`src/rtl/ctl_score_bcd_pkg.sv`:
```
// ctl_score_pkg: shared BCD digit type, digit ceiling and hit-point clamp helper
package ctl_score_pkg;
  localparam logic [3:0] BCD_MAX = 4'd9;
  typedef logic [3:0] bcd_digit_t;
  function automatic bcd_digit_t bcd_clamp(input logic [31:0] pts);
    return pts > 32'(BCD_MAX) ? BCD_MAX : pts[3:0];
  endfunction
endpackage

```
`src/rtl/ctl_score_bcd_if.sv`:
```
// ctl_score_bcd_if: hit/reset_score/hit_points from master; score, high_score, new_high, overflow from slave
interface ctl_score_bcd_if #(parameter int DIGITS = 2, parameter int PTS_W = 4);
  logic reset_score;
  logic hit;
  logic [PTS_W-1:0] hit_points;
  logic [4*DIGITS-1:0] score;
  logic [4*DIGITS-1:0] high_score;
  logic new_high;
  logic overflow;
  modport master (output reset_score, hit, hit_points, input score, high_score, new_high, overflow);
  modport slave (input reset_score, hit, hit_points, output score, high_score, new_high, overflow);
endinterface

```
`src/rtl/ctl_score_bcd_digit_add.sv`:
```
// ctl_bcd_digit_add: one BCD digit adder; a, b, cin in, sum digit and cout out
import ctl_score_pkg::*;
module ctl_bcd_digit_add (
  input  bcd_digit_t a,
  input  bcd_digit_t b,
  input  logic       cin,
  output bcd_digit_t sum,
  output logic       cout
);
  logic [4:0] s;
  always_comb begin
    s = 5'(a) + 5'(b) + 5'(cin);
    cout = s > 5'd9;
    sum = cout ? 4'(s - 5'd10) : s[3:0];
  end
endmodule

```
`src/rtl/ctl_score_bcd.sv`:
```
// ctl_score_bcd: packed-BCD score with saturate/wrap, session high score and sticky flags; ports clk, rst, bus (slave)
import ctl_score_pkg::*;
module ctl_score_bcd #(
  parameter int DIGITS = 2,
  parameter int PTS_W = 4,
  parameter bit SATURATE = 1'b1
) (
  input logic clk,
  input logic rst,
  ctl_score_bcd_if.slave bus
);
  logic [4*DIGITS-1:0] score_q, high_q, sum, score_nxt;
  logic [DIGITS:0] c;
  logic new_high_q, ovf_q;
  bcd_digit_t p;
  assign p = bcd_clamp(32'(bus.hit_points));
  assign c[0] = 1'b0;
  for (genvar i = 0; i < DIGITS; i++) begin : g_dig
    ctl_bcd_digit_add u_add (
      .a(score_q[4*i+:4]),
      .b(i == 0 ? p : 4'd0),
      .cin(c[i]),
      .sum(sum[4*i+:4]),
      .cout(c[i+1])
    );
  end
  assign score_nxt = (SATURATE && c[DIGITS]) ? {DIGITS{BCD_MAX}} : sum;
  always_ff @(posedge clk) begin
    if (rst) begin
      score_q <= '0;
      high_q <= '0;
      new_high_q <= 1'b0;
      ovf_q <= 1'b0;
    end else begin
      if (bus.reset_score) begin
        score_q <= '0;
        ovf_q <= 1'b0;
        new_high_q <= 1'b0;
      end else begin
        if (bus.hit) begin
          score_q <= score_nxt;
          if (c[DIGITS]) ovf_q <= 1'b1;
        end
        if (score_q > high_q) new_high_q <= 1'b1;
      end
      if (score_q > high_q) high_q <= score_q;
    end
  end
  assign bus.score = score_q;
  assign bus.high_score = high_q;
  assign bus.new_high = new_high_q;
  assign bus.overflow = ovf_q;
endmodule

```
`src/flat_wrapper.sv`:
```
// flat-port wrapper written by rule: the top's interface ports become plain ports
module ctl_score_bcd_flat 
#(
  parameter int DIGITS = 2,
  parameter int PTS_W = 4,
  parameter bit SATURATE = 1'b1
)
  (clk, rst, bus_reset_score, bus_hit, bus_hit_points, bus_score, bus_high_score, bus_new_high, bus_overflow);
  ctl_score_bcd_if #(.DIGITS(DIGITS), .PTS_W(PTS_W)) bus_i ();
  input logic clk;
  input logic rst;
  input wire logic [$bits(bus_i.reset_score)-1:0] bus_reset_score;
  input wire logic [$bits(bus_i.hit)-1:0] bus_hit;
  input wire logic [$bits(bus_i.hit_points)-1:0] bus_hit_points;
  output wire logic [$bits(bus_i.score)-1:0] bus_score;
  output wire logic [$bits(bus_i.high_score)-1:0] bus_high_score;
  output wire logic [$bits(bus_i.new_high)-1:0] bus_new_high;
  output wire logic [$bits(bus_i.overflow)-1:0] bus_overflow;
  assign bus_i.reset_score = bus_reset_score;
  assign bus_i.hit = bus_hit;
  assign bus_i.hit_points = bus_hit_points;
  assign bus_score = bus_i.score;
  assign bus_high_score = bus_i.high_score;
  assign bus_new_high = bus_i.new_high;
  assign bus_overflow = bus_i.overflow;
  ctl_score_bcd #(.DIGITS(DIGITS), .PTS_W(PTS_W), .SATURATE(SATURATE)) u_core (.clk(clk), .rst(rst), .bus(bus_i));
endmodule
```
`config.mk`:
```
export PLATFORM = sky130hd
export DESIGN_NAME = ctl_score_bcd_flat
export DESIGN_NICKNAME = d
export VERILOG_FILES = /design/src/rtl/ctl_score_bcd_pkg.sv /design/src/rtl/ctl_score_bcd_if.sv /design/src/rtl/ctl_score_bcd_digit_add.sv /design/src/rtl/ctl_score_bcd.sv /design/src/flat_wrapper.sv
export SDC_FILE = /design/constraint.sdc
export NUM_CORES = 1
export LEC_CHECK = 0
export ABC_AREA = 1
export CORE_MARGIN = 4
export CORE_UTILIZATION = 50
export CTS_BUF_LIST = sky130_fd_sc_hd__clkbuf_4 sky130_fd_sc_hd__clkbuf_8 sky130_fd_sc_hd__clkbuf_16
export CTS_CLUSTER_DIAMETER = 50
export CTS_CLUSTER_SIZE = 16
export DETAILED_ROUTE_END_ITERATION = 10
export HOLD_SLACK_MARGIN = 0.15
export PLACE_DENSITY = 0.76
export SLEW_MARGIN = 5
export SYNTH_ARGS = -nofsm -noshare
export SYNTH_HDL_FRONTEND = slang
export SYNTH_HIERARCHICAL = 1
export SYNTH_SLANG_ARGS = --single-unit
```
`constraint.sdc`:
```
create_clock -name clk -period 7.6 [get_ports clk]
set_clock_uncertainty 0.15 [all_clocks]
set_input_delay 1.14 -clock clk [delete_from_list [all_inputs] [get_ports clk]]
set_output_delay 1.14 -clock clk [all_outputs]
set_load 0.01 [all_outputs]
```
# After elaboration in Yosys (flattened, before gate mapping)
# Index checks and enable logic that the tools add are counted.
classes:
  addsub: 3
  n_lt_le_gt_ge: 4
  muxes: 3
  n_reduce_logical: 2
ops:
  columns: ["op", "n"]
  rows:
  - ["5-bit by 4-bit greater-than comparator with 1-bit output, second input constant", 2]
  - ["8-bit greater-than comparator", 1]
  - ["4-bit two-way mux", 2]
  - ["8-bit two-way mux", 1]
  - ["4-bit by 1-bit adder with 5-bit output", 1]
  - ["4-bit by 4-bit adder with 5-bit output", 1]
  - ["4-bit greater-than comparator, second input constant", 1]
  - ["4-bit subtractor, second input constant", 1]
  - ["2-bit AND reduction", 1]
  - ["2-bit OR reduction", 1]
totals:
  reg_bits: 18
  in_bits: 8
  out_inout_bits: 18
  word_cells: 16

# Longest topological paths before layout
logic_depth:
  word_depth: 7
  mapped_depth: 24
  mapped_depth_nobuf: 24

# Cells and area by module
# The synthesis kept the hierarchy.
modules_own_cells:
  columns: ["module", "n_inst", "cells_each", "area_per_inst_um2", "seq_area_each_um2"]
  rows:
  - ["ctl_score_bcd", 1, 135, 1029.7, 360.3]
  - ["ctl_bcd_digit_add (u_core.g_dig[1].u_add)", 1, 47, 300.3, 0.0]
  - ["ctl_bcd_digit_add (u_core.g_dig[0].u_add)", 1, 45, 299.0, 0.0]

# Least setup slack after synthesis
# Ideal clock, no wire load.
synth_path:
  path_type: "input-to-reg"
  startpoint: "input bus_hit_points[2]"
  endpoint: "register u_core.score_q[0], in the netlist u_core/bus.score[0]"
  setup_ps: 125
  arrival_ps: 4704
  t_required_ps: 7325
  setup_slack_ps: 2621
  path_stages: 24
  n_path_buf: 0
  cell_sequence: "o21ai_0 > nand2_1 > fa_1 > fa_1 > inv_1 > nand2_1 > nand2_2 > ha_1 > a21oi_4 > nand2_4 > nand2_4 > fa_1 > fa_1 > inv_1 > nand2_2 > nand2_2 > ha_1 > a21oi_4 > nand2_4 > nand2_4 > nor2_1 > inv_1 > nor2_1 > a211oi_1"
synth_via:
  elab_chain_cells: 7
  elab_cells_between_ends: 9
  classes_between: "add/sub: 3; order compare: 3; mux: 3"
synth_rtl:
  columns: ["element", "line", "rtl"]
  rows:
  - ["start: declaration", "flat_wrapper.sv:14", "input wire logic [$bits(bus_i.hit_points)-1:0] bus_hit_points;"]
  - ["4-bit greater-than comparator", "ctl_score_bcd_pkg.sv:6", "return pts > 32'(BCD_MAX) ? BCD_MAX : pts[3:0];"]
  - ["4-bit two-way mux", "ctl_score_bcd_pkg.sv:6", null]
  - ["net u_core.p[0]", "ctl_score_bcd.sv:15", "bcd_digit_t p;"]
  - ["4-bit by 4-bit adder with 5-bit output", "ctl_score_bcd_digit_add.sv:12", "s = 5'(a) + 5'(b) + 5'(cin);"]
  - ["5-bit by 4-bit greater-than comparator with 1-bit output", "ctl_score_bcd_digit_add.sv:13", "cout = s > 5'd9;"]
  - ["net u_core.c[1]", "ctl_score_bcd.sv:13", "logic [DIGITS:0] c;"]
  - ["4-bit by 1-bit adder with 5-bit output", "ctl_score_bcd_digit_add.sv:12", null]
  - ["5-bit by 4-bit greater-than comparator with 1-bit output", "ctl_score_bcd_digit_add.sv:13", null]
  - ["net u_core.c[2]", "ctl_score_bcd.sv:13", null]
  - ["8-bit two-way mux", "ctl_score_bcd.sv:27", "assign score_nxt = (SATURATE && c[DIGITS]) ? {DIGITS{BCD_MAX}} : sum;"]
  - ["end signal: assignment", "ctl_score_bcd.sv:41", "score_q <= score_nxt;"]
  - ["end: declaration", "ctl_score_bcd.sv:12", "logic [4*DIGITS-1:0] score_q, high_q, sum, score_nxt;"]
# The timed path passes the listed nets, and every way through them passes these cells.
# A chain may end at the register's enable or synchronous reset.

# Worst setup path in the final report
layout_path:
  startpoint: "input bus_hit_points[2]"
  endpoint: "register u_core.score_q[4], in the netlist u_core/bus.score[4]"
# Same word-level chain as after synthesis.

==> metrics.md <==
| Metric | Value |
|---|---|
| Residual DRC | 0 |
| Total CTS buffers | 3 |
| Cells after DPL | 298 |
| Routed vias | 1416 |
| Fin crit period | 5.420 ns |
| Area grow syn2layout | 19.97% |
| Non-filler cells, final | 302 |
| DR vias/cell | 4.689 |
| Reg area | 360.3 um2 |
| Pwr Density | 271.1 nW/um2 |
| Core area | 3078 um2 |
| Grt ovf | 0 |
| RSZ-0062 raised after global routing | false |
| Total power | 0.5298 mW |
| Post-synth top area share | 0.2212 |
| # Post-CTS Setup Buffers | 0 |
| CP Max Fanout | 5 |
| # hold bufs at CTS | 0 |
| Worst-path clk slew | 0.10 ns |
| Clk sinks | 18 |
| WL/cell | 10.79 um |
| Flops & latches, synth | 18 |
| Worst path max stage delay | 0.45 ns |
| DPL Wire Length | 2579 um |
| Largest area contributor in the netlist | dfxtp_1 |
| Slowest CP cell | fa_1 |
| Final setup vio count | 0 |
| Cells after Synth | 227 |
| Total routed wirelength | 3258 um |
| Max_cap viols | 0 |
| Mapped cell area | 1629 um2 |
| Req. time, crit path | 7.63 ns |
| Resized cells post-CTS | 0 |
| Library cells used by synthesis | 26 |
| Clock Path Buffers | 2 |
| P_leak | 0.9467 nW |
| Layout cells sized above 1 | 0.1589 |
| Commonest non-fill, non-tap cell in the layout | nand2_1 |
| Worst Setup Path Type | input port to flip-flop |
| Synth warn | 6 |
| Setup TNS | 0 ns |
| Largest cells by area after synthesis | dfxtp_1 (22%), ha_1 (12%), nand2_1 (11%) |
| Number of port buffers | 25 |
| Peak supply drop | 216.5 uV |
| Crit share post-route | 0.7131 |
| Die height | 65.08 um |
| Post-place setup slack | 1.864 ns |
| Peak Freq | 184.5 MHz |
| Synth Area per Inst | 7.176 um2 |
| Largest net degree at the start of global routing | 18 |
| Met2 routed WL | 1521 um |
| Critical path data arrival time | 5.45 ns |
| Outcome | finished clean |
| Final ANT Viol Nets | 0 |
| Worst Slack Setup Final | 2.180 ns |
| IO Pins | 26 |
| Worst Setup Start Kind | input port |
| DR top layer | met4 |
| H-tree depth | 1 |
| DR iter-0 viols | 29 |
| First-pass GRT wire length | 5934 um |
| Fillers | 293 |
| Hold WC Path Type | flip-flop to flip-flop |
| Detailed Routing Iterations Pass 1 | 4 |
| Seq/Total Area, Yosys | 0.2212 |
| Root buffer selected by CTS | clkbuf_4 |
| Die ar. | 4235 um2 |
| Final Util | 0.6350 |
| GRT Total Usage | 0.1739 |
| Most frequent cells in the layout | nand2_1 (48), inv_1 (41), clkdlybuf4s50_1 (25), nand3_1 (24), dfxtp_1 (18) |
| Rows | 20 |
| CP endpoint kind | flip-flop |
| Initial Util | 0.5293 |
| Vias in the first global route | 1435 |
| Worst-Skew Late Latency | 0.29 ns |
| Ant diodes | 0 |
| Die Wd | 65.08 um |
| Fin. max-slew vios | 0 |
| Final hold viol count | 0 |
| CTS tree | yes |
| M1 WL | 1600 um |
| Final nets | 287 |
| Antenna violations before repair | 0 |
| Final GP Congestion | 0.7914 |
| Wire length on met3 | 122 um |
| Area of the multi-input gates | 1084 um2 |
[cell type report]
cell class	count	area share
repair buffers	25	0.1280
well taps	44	0.02817
flip-flops and latches	18	0.1844
multi-input cells	166	0.5544
clock buffers	4	0.01857
inverters	45	0.08643
[report_power, final]
group          internal [mW]  switching, mW  total (mW)
Combinational          0.141          0.201       0.342
Sequential             0.113         0.0171       0.130
Clock                 0.0292         0.0290      0.0582
Total                  0.283          0.247       0.530
[logic make-up after synthesis]
logic type	Yosys count	share of synthesized area
and+or+nand+nor	112	0.3464
adders and majority gates	20	0.1720
buffers and inverters	48	0.1252
other	1	0.002302
AOI/OAI and AO/OA	28	0.1329
DFF	18	0.2212
[per-layer routing]
metal,up-vias,global-route usage
met5,-,0
met4,0,0.02332
met3,2,0.03640
met2,24,0.3155
met1,619,0.2155
li1,771,-
[final timing paths]
check / depth (start not counted) / to / start / slack [ns]
worst max-delay path: 25 / u_core/bus.score[4] / bus_hit_points[2] / 2.18
worst min-delay path: 2 / u_core/bus.overflow / u_core/bus.overflow / 0.35
worst max register to register: 22 / u_core/bus.score[4] / u_core/bus.score[0] / 3.39
worst min register to register: 2 / u_core/bus.overflow / u_core/bus.overflow / 0.35
[Yosys cell counts (all sizes together)]
cell / count
a21o: 1
nand4: 1
clkinv: 2
nand3: 27
fa: 4
inv: 43
conb: 1
a21oi: 21
o21ai: 2
dfxtp: 18
and2: 1
nor2: 21
ha: 16
clkbuf: 1
nand2: 62
buf: 2
a211oi: 4
[flip-flops by register name, summed over array words and instances (netlist names)]
register,cells
u_core/bus.overflow,1
u_core/bus.score,8
u_core/bus.new_high,1
u_core/bus.high_score,8
[through the flow]
step           hold slack [ns]  instance area, um2
2_1_floorplan           0.3532                1648
3_3_place_gp            0.3098                1918
3_5_place_dp            0.3196                1918
4_1_cts                 0.3530                1954
5_1_grt                 0.3876                1954
6_report                0.3465                1954
[critical path: cells and delay by family]
| family | cells | cell delay (ns) |
|---|---|---|
| adders and majority gates | 6 | 2.18 |
| AOI/OAI and AO/OA | 4 | 0.37 |
| buffers and inverters | 4 | 0.70 |
| and+or+nand+nor | 11 | 1.07 |
No activity file was read; power rests on OpenSTA's default activity.
